**src/rtl/axi4lite_rr_arbiter.sv**
```systemverilog
// Round-robin arbiter that shares one AXI4-Lite slave port between NUM_M
// masters. The read and write paths each have their own grant, their own
// round-robin pointer and one outstanding transaction. Channels of the
// granted master are forwarded combinationally with no buffering.
module axi4lite_rr_arbiter #(
    parameter int NUM_M = 2,
    parameter int AW    = 32,
    parameter int DW    = 32
) (
    input  logic                    clk_i,
    input  logic                    rst_ni,

    // master-side write address / data / response
    input  logic [NUM_M-1:0]        m_aw_valid,
    output logic [NUM_M-1:0]        m_aw_ready,
    input  logic [NUM_M*AW-1:0]     m_aw_addr,
    input  logic [NUM_M-1:0]        m_w_valid,
    output logic [NUM_M-1:0]        m_w_ready,
    input  logic [NUM_M*DW-1:0]     m_w_data,
    input  logic [NUM_M*(DW/8)-1:0] m_w_strb,
    output logic [NUM_M-1:0]        m_b_valid,
    input  logic [NUM_M-1:0]        m_b_ready,
    output logic [1:0]              m_b_resp,

    // master-side read address / data
    input  logic [NUM_M-1:0]        m_ar_valid,
    output logic [NUM_M-1:0]        m_ar_ready,
    input  logic [NUM_M*AW-1:0]     m_ar_addr,
    output logic [NUM_M-1:0]        m_r_valid,
    input  logic [NUM_M-1:0]        m_r_ready,
    output logic [DW-1:0]           m_r_data,
    output logic [1:0]              m_r_resp,

    // slave-side port
    output logic                    s_aw_valid,
    input  logic                    s_aw_ready,
    output logic [AW-1:0]           s_aw_addr,
    output logic                    s_w_valid,
    input  logic                    s_w_ready,
    output logic [DW-1:0]           s_w_data,
    output logic [DW/8-1:0]         s_w_strb,
    input  logic                    s_b_valid,
    output logic                    s_b_ready,
    input  logic [1:0]              s_b_resp,
    output logic                    s_ar_valid,
    input  logic                    s_ar_ready,
    output logic [AW-1:0]           s_ar_addr,
    input  logic                    s_r_valid,
    output logic                    s_r_ready,
    input  logic [DW-1:0]           s_r_data,
    input  logic [1:0]              s_r_resp
);

    localparam int              IW     = (NUM_M > 1) ? $clog2(NUM_M) : 1;
    localparam int              SW     = DW / 8;
    localparam logic [IW-1:0]   LAST_M = IW'(NUM_M - 1);

    typedef enum logic [1:0] {W_IDLE, W_XFER, W_RESP} wstate_e;
    typedef enum logic [1:0] {R_IDLE, R_ADDR, R_DATA} rstate_e;

    // First requester found searching upward from ptr, wrapping at NUM_M.
    function automatic logic [IW-1:0] rr_pick(input logic [NUM_M-1:0] req,
                                              input logic [IW-1:0]    ptr);
        logic [IW-1:0] pick;
        logic [IW-1:0] idx;
        logic          found;
        pick  = ptr;
        found = 1'b0;
        for (int k = 0; k < NUM_M; k++) begin
            idx = IW'((int'(ptr) + k) % NUM_M);
            if (!found && req[idx]) begin
                pick  = idx;
                found = 1'b1;
            end
        end
        return pick;
    endfunction

    // The master after the one just served gets top priority next time.
    function automatic logic [IW-1:0] next_ptr(input logic [IW-1:0] g);
        return (g == LAST_M) ? '0 : g + 1'b1;
    endfunction

    wstate_e       wstate_q, wstate_d;
    logic [IW-1:0] wgrant_q, wgrant_d;
    logic [IW-1:0] wptr_q,   wptr_d;
    logic          aw_done_q, aw_done_d;
    logic          w_done_q,  w_done_d;

    rstate_e       rstate_q, rstate_d;
    logic [IW-1:0] rgrant_q, rgrant_d;
    logic [IW-1:0] rptr_q,   rptr_d;

    logic [AW-1:0] aw_addr_arr [NUM_M];
    logic [AW-1:0] ar_addr_arr [NUM_M];
    logic [DW-1:0] w_data_arr  [NUM_M];
    logic [SW-1:0] w_strb_arr  [NUM_M];

    logic [NUM_M-1:0] wgrant_oh;
    logic [NUM_M-1:0] rgrant_oh;

    // Channel phases during which the granted master is connected through.
    logic aw_fwd, w_fwd, b_fwd, ar_fwd, r_fwd;
    assign aw_fwd = (wstate_q == W_XFER) && !aw_done_q;
    assign w_fwd  = (wstate_q == W_XFER) && !w_done_q;
    assign b_fwd  = (wstate_q == W_RESP);
    assign ar_fwd = (rstate_q == R_ADDR);
    assign r_fwd  = (rstate_q == R_DATA);

    // Unpack flat per-master buses and route per-master handshake outputs.
    for (genvar gi = 0; gi < NUM_M; gi++) begin : g_master
        assign aw_addr_arr[gi] = m_aw_addr[gi*AW +: AW];
        assign ar_addr_arr[gi] = m_ar_addr[gi*AW +: AW];
        assign w_data_arr[gi]  = m_w_data[gi*DW +: DW];
        assign w_strb_arr[gi]  = m_w_strb[gi*SW +: SW];

        assign m_aw_ready[gi]  = aw_fwd && wgrant_oh[gi] && s_aw_ready;
        assign m_w_ready[gi]   = w_fwd  && wgrant_oh[gi] && s_w_ready;
        assign m_b_valid[gi]   = b_fwd  && wgrant_oh[gi] && s_b_valid;
        assign m_ar_ready[gi]  = ar_fwd && rgrant_oh[gi] && s_ar_ready;
        assign m_r_valid[gi]   = r_fwd  && rgrant_oh[gi] && s_r_valid;
    end

    // One-hot decode of both grants.
    always_comb begin
        wgrant_oh           = '0;
        wgrant_oh[wgrant_q] = 1'b1;
        rgrant_oh           = '0;
        rgrant_oh[rgrant_q] = 1'b1;
    end

    // Slave-side forwarding from the granted master; data always muxed.
    assign s_aw_valid = aw_fwd && m_aw_valid[wgrant_q];
    assign s_aw_addr  = aw_addr_arr[wgrant_q];
    assign s_w_valid  = w_fwd && m_w_valid[wgrant_q];
    assign s_w_data   = w_data_arr[wgrant_q];
    assign s_w_strb   = w_strb_arr[wgrant_q];
    assign s_b_ready  = b_fwd && m_b_ready[wgrant_q];
    assign m_b_resp   = s_b_resp;

    assign s_ar_valid = ar_fwd && m_ar_valid[rgrant_q];
    assign s_ar_addr  = ar_addr_arr[rgrant_q];
    assign s_r_ready  = r_fwd && m_r_ready[rgrant_q];
    assign m_r_data   = s_r_data;
    assign m_r_resp   = s_r_resp;

    // Write path: arbitrate on AW, collect AW and W in any order, then B.
    always_comb begin
        wstate_d  = wstate_q;
        wgrant_d  = wgrant_q;
        wptr_d    = wptr_q;
        aw_done_d = aw_done_q;
        w_done_d  = w_done_q;
        case (wstate_q)
            W_IDLE: begin
                if (|m_aw_valid) begin
                    wgrant_d  = rr_pick(m_aw_valid, wptr_q);
                    aw_done_d = 1'b0;
                    w_done_d  = 1'b0;
                    wstate_d  = W_XFER;
                end
            end
            W_XFER: begin
                if (s_aw_valid && s_aw_ready) aw_done_d = 1'b1;
                if (s_w_valid && s_w_ready)   w_done_d  = 1'b1;
                if (aw_done_d && w_done_d)    wstate_d  = W_RESP;
            end
            W_RESP: begin
                if (s_b_valid && s_b_ready) begin
                    wptr_d   = next_ptr(wgrant_q);
                    wstate_d = W_IDLE;
                end
            end
            default: wstate_d = W_IDLE;
        endcase
    end

    // Read path: arbitrate on AR, forward AR, then R.
    always_comb begin
        rstate_d = rstate_q;
        rgrant_d = rgrant_q;
        rptr_d   = rptr_q;
        case (rstate_q)
            R_IDLE: begin
                if (|m_ar_valid) begin
                    rgrant_d = rr_pick(m_ar_valid, rptr_q);
                    rstate_d = R_ADDR;
                end
            end
            R_ADDR: begin
                if (s_ar_valid && s_ar_ready) rstate_d = R_DATA;
            end
            R_DATA: begin
                if (s_r_valid && s_r_ready) begin
                    rptr_d   = next_ptr(rgrant_q);
                    rstate_d = R_IDLE;
                end
            end
            default: rstate_d = R_IDLE;
        endcase
    end

    // State registers for both paths; reset clears grants and pointers.
    always_ff @(posedge clk_i or negedge rst_ni) begin
        if (!rst_ni) begin
            wstate_q  <= W_IDLE;
            wgrant_q  <= '0;
            wptr_q    <= '0;
            aw_done_q <= 1'b0;
            w_done_q  <= 1'b0;
            rstate_q  <= R_IDLE;
            rgrant_q  <= '0;
            rptr_q    <= '0;
        end else begin
            wstate_q  <= wstate_d;
            wgrant_q  <= wgrant_d;
            wptr_q    <= wptr_d;
            aw_done_q <= aw_done_d;
            w_done_q  <= w_done_d;
            rstate_q  <= rstate_d;
            rgrant_q  <= rgrant_d;
            rptr_q    <= rptr_d;
        end
    end

endmodule

```
**config.mk**
```make
export PLATFORM = sky130hd
export DESIGN_NAME = axi4lite_rr_arbiter
export DESIGN_NICKNAME = d
export VERILOG_FILES = /design/src/rtl/axi4lite_rr_arbiter.sv
export SDC_FILE = /design/constraint.sdc
export NUM_CORES = 1
export LEC_CHECK = 0
export BUFFER_PORTS_ARGS = -buffer_cell sky130_fd_sc_hd__buf_2
export CAP_MARGIN = 20
export CORE_AREA = 4 4 154 156
export CTS_CLUSTER_DIAMETER = 120
export DETAILED_ROUTE_END_ITERATION = 6
export DIE_AREA = 0 0 158 160
export SLEW_MARGIN = 20
export SYNTH_ARGS = -nofsm -noshare
export SYNTH_HDL_FRONTEND = slang
export SYNTH_SLANG_ARGS = --single-unit
export TNS_END_PERCENT = 10
```
**constraint.sdc**
```tcl
create_clock -name clk_i -period 2.5 [get_ports clk_i]
set_input_delay 0.25 -clock clk_i [delete_from_list [all_inputs] [get_ports clk_i]]
set_output_delay 0.25 -clock clk_i [all_outputs]
set_load 0.02 [all_outputs]
```
**After elaboration in Yosys (flattened, before gate mapping)**

Cells that the tools add are included.

- Bits in registers: 10
- Latch bits: 0
- RAM bits: 0
- Bits in read-only memories: 0
- Output and inout bits: 151
- Word-level logic and storage cells: 146
- Memories kept: 0

- Add/sub/neg operators: 4
- Multiply operators: 0
- Div/mod/pow operators: 0
- Order comparisons: 10
- Equal/unequal tests: 10
- Shifts and indexed selects: 0
- Multiplexer cells: 59
- Bitwise gates (word level): 2
- Reductions and logical operators: 53

Operator list:

| kind | number |
|---|---|
| $mux W32 | 9 |
| $logic_and A1 B1 Y1 | 37 |
| $mux W1 | 35 |
| $lt A1 B2 Y1 const B | 6 |
| $mux W2 | 6 |
| $mux W4 | 3 |
| $pmux W2 S3 | 2 |
| $reduce_and A2 Y1 | 5 |
| $ne A2 B1 Y1 const B | 4 |
| $reduce_and A3 Y1 | 2 |
| $add A1 B1 Y1 const B | 4 |
| $eq A2 B1 Y1 const B | 2 |
| $eq A2 B2 Y1 const B | 2 |
| $ge A2 B2 Y1 const B | 2 |
| $logic_not A1 Y1 | 4 |
| $logic_not A2 Y1 | 2 |
| $ne A2 B2 Y1 const B | 2 |
| $not A1 Y2 | 2 |
| $pmux W1 S2 | 2 |
| $reduce_or A2 Y1 | 2 |
| $demux W1 S1 | 2 |
| $ge A1 B1 Y1 const B | 2 |
| $reduce_bool A2 Y1 | 1 |

**Depth between registers and ports, before layout**

- Word-level depth: 9
- Gate-level depth with buffers: 5
- Gate-level depth less buffers: 3

**Worst setup path after synthesis**

No wires, ideal clock.

- Kind: reg2out
- Start: register wgrant_q
- End: output port s_aw_addr[22]
- Data arrival time: 1.277 ns
- Data required time: 2.250 ns
- Path slack: 0.973 ns
- Stages on the path, launching flop included: 5
- Path buffers: 3
- Cell sequence: dfrtp_1 > buf_6 > buf_2 > buf_2 > mux2_1

- Longest elaborated chain between the ends: 4

Ends and longest elaborated chain:

| what | line | text |
|---|---|---|
| start: declaration | 85 | `logic [IW-1:0] wgrant_q, wgrant_d;` |
| start signal: assignment | 216 | `wgrant_q <= wgrant_d;` |
| $not A1 Y2 (not written as such) | 134 | `assign s_aw_addr = aw_addr_arr[wgrant_q];` |
| $mux W32 (not written as such) (3 in a row) | 134 |  |
| end: declaration | 37 | `output logic [AW-1:0] s_aw_addr,` |

No other way between the ends. The select of a mux whose other input is x is not followed.

**Worst setup path after layout**

- Start: register wgrant_q
- End: output port s_aw_addr[9]

Same word-level chain as after synthesis.

==> summary.txt <==
Status - finished clean
Tmin final - 2.12 ns
Design area - 3920 µm²
FF/Latch Area - 254 µm²
CP Capture Type - primary output
DIE HEIGHT - 160 µm
Max Clock Freq - 471 MHz
CTS tree - built
Number of remaining DRC errors - 0
Flops & latches, synth - 10
Pwr dens - 879 nW/µm²
Post-synthesis cell count - 225
Synth Warn # - 0
Dpl cells - 793
Pin count of the biggest net entering global routing - 42
All-Layer GR Usage - 7.43%
Period utilization - 85.0%
Ant. Diodes - 0
Clock-pin slew on the worst setup and hold paths - 0.05 ns
Maximum capacitance violations - 0
Routability cong. - 0.938
PortBufs - 331
Lkg Pwr - 0.00207 µW
FILL cells - 2504
Relative slew slack - 58.5%
Worst-margin pin slew - 0.621 ns
Final #Nets - 767
Synth Net Count - 478
Core area - 22400 µm²
Final slew viol count - 0
Mapped Area - 2120 µm²
Post_cts resized - 0
Multi-input gate area - 1510 µm²
Worst EP required - 2.25 ns
Worst setup SP type - flip-flop
Synthesis-to-finish area growth - 84.8%
Seq/Total Area, Yosys - 11.8%
DR WL/cell - 13.9 µm
Congestion Overflow GR - 0
Commonest cells after routing, fill and taps aside - buf_2, mux2_2, mux2_1
Setup TNS Final - 0 ns
Post-synth EDFFs - 0
CTS Sinks - 10
Clk Latency, worst-skew pair - 0.24 ns
Vias in the first global route - 2663
Count of final setup violators - 0
1st-iter DRT viols - 89
Critical path class - reg2out
Die Wd - 158 µm
Via density - 3.49
Most common cell after layout, fill and taps aside - buf_2
Worst path arrival time - 1.87 ns
Clk root buf - clkbuf_16
DRT Pass-1 Iters - 4
Max Buffers Root-to-Sink - 2
Initial core utilization - 9.49%
Row cnt - 55
Max VDD drop - 238 µV
Fin. Hold Viols - 0
First-pass GRT wire length - 14700 µm
Vias - 2782
Die ar. - 25300 µm²
DRT antenna net count - 0
Asr flop ratio synth - 100%
Dpl cell area - 3820 µm²
I/O pins - 404
Post-synth top flop - dfrtp_1
Finished Core Util - 17.5%
Initial antenna violation count - 4
DRT Wirelength - 11100 µm
Syn Area/Cell - 9.43 µm²
Ratio of cells with drive above 1 in the final layout - 77.0%
RSZ-0062 raised after global routing - false
Non-Filler Instances - 798
H-tree Lvls - 1
Yosys cell types - 31
Worst hold path type - in2reg
HPWL after DPL - 10000 µm
Crit-path max FO - 41
Clock buffer count from CTS - 3
Layout Skew - 0.000383 ns
-- kinds of logic after synthesis --
group | after synthesis | synth area share (%)
AND/OR/NAND/NOR | 36 | 8.61
AO/OA/AOI/OAI | 20 | 6.66
buffers and inverters | 54 | 17.0
multiplexers | 105 | 55.9
flip-flops | 10 | 11.8
-- report_power, final --
group	switching, µW	leakage [µW]	internal [µW]
Clock	77.3	0.0000442	241
Sequential	190	0.000117	234
Combinational	1500	0.00191	1200
-- per-stage QoR --
step	power [µW]	worst slack [ns]	hold slack [ns]
global route	3660	0.312	0.254
detailed placement	3160	0.615	0.141
finish	3450	0.376	0.245
CTS	3500	0.354	0.245
global placement	3130	0.643	0.140
floorplan	2350	0.973	-0.0456
-- worst paths after layout --
| kind | startpoint | end | slack [ns] | cells past startpoint |
|---|---|---|---|---|
| max in group asynchronous | rst_ni | wgrant_q | 1.86 | 2 |
| hold reg to reg | rstate_q[1] | rstate_q[0] | 0.51 | 1 |
| setup / recovery | wgrant_q | s_aw_addr[9] | 0.38 | 3 |
| setup reg to reg | wgrant_q | wstate_q[1] | 0.74 | 3 |
| min in group asynchronous | rst_ni | wgrant_q | 0.41 | 2 |
| hold / removal | m_aw_valid[0] | wgrant_q | 0.24 | 2 |
-- final cells by class --
cell class / instances / area share (%)
clock buffers: 4 / 2.26
repair buffers: 335 / 43.4
flip-flops and latches: 10 / 6.48
multi-input cells: 161 / 38.5
inverters: 3 / 0.287
well taps: 285 / 9.09
-- synth_stat cells, drive strengths merged, types with 2 or more instances --
cell / number / area [µm²]
a21oi: 3 / 15.0
a31oi: 4 / 25.0
a32o: 2 / 20.0
and2: 2 / 12.5
and3: 3 / 18.8
buf: 50 / 347
dfrtp: 10 / 250
inv: 3 / 11.3
mux2: 102 / 1160
mux2i: 3 / 30.0
nand2: 6 / 22.5
nand2b: 2 / 12.5
nand3b: 2 / 15.0
nor2: 12 / 45.0
nor2b: 5 / 31.3
nor3: 2 / 10.0
nor3b: 2 / 15.0
o21ai: 4 / 20.0
-- per-layer routing --
metal | GRT usage (%) | wire length [µm]
met1 | 9.88 | 4780
met3 | 1.17 | 842
met5 | 0 | 33
met4 | 1.47 | 97
met2 | 12.7 | 5360
-- registers in the layout, summed over array words and instances (netlist names) --
register and cells:
rptr_q 1, rstate_q 2, w_done_q 1, wstate_q 2
aw_done_q 1, rgrant_q 1, wgrant_q 1, wptr_q 1
-- critical path, stage by stage, from the launching register on --
cell and delay [ns]:
dfrtp_4 0.77, buf_4 0.31, mux2_2 0.36, buf_2 0.16
-- repair_timing --
| action | CTS | global route |
|---|---|---|
| hold endpoints to repair | 10 | 0 |
| hold buffers | 1 | 0 |
| buffers inserted | 0 | 0 |
(Power assumes the default switching activity.)
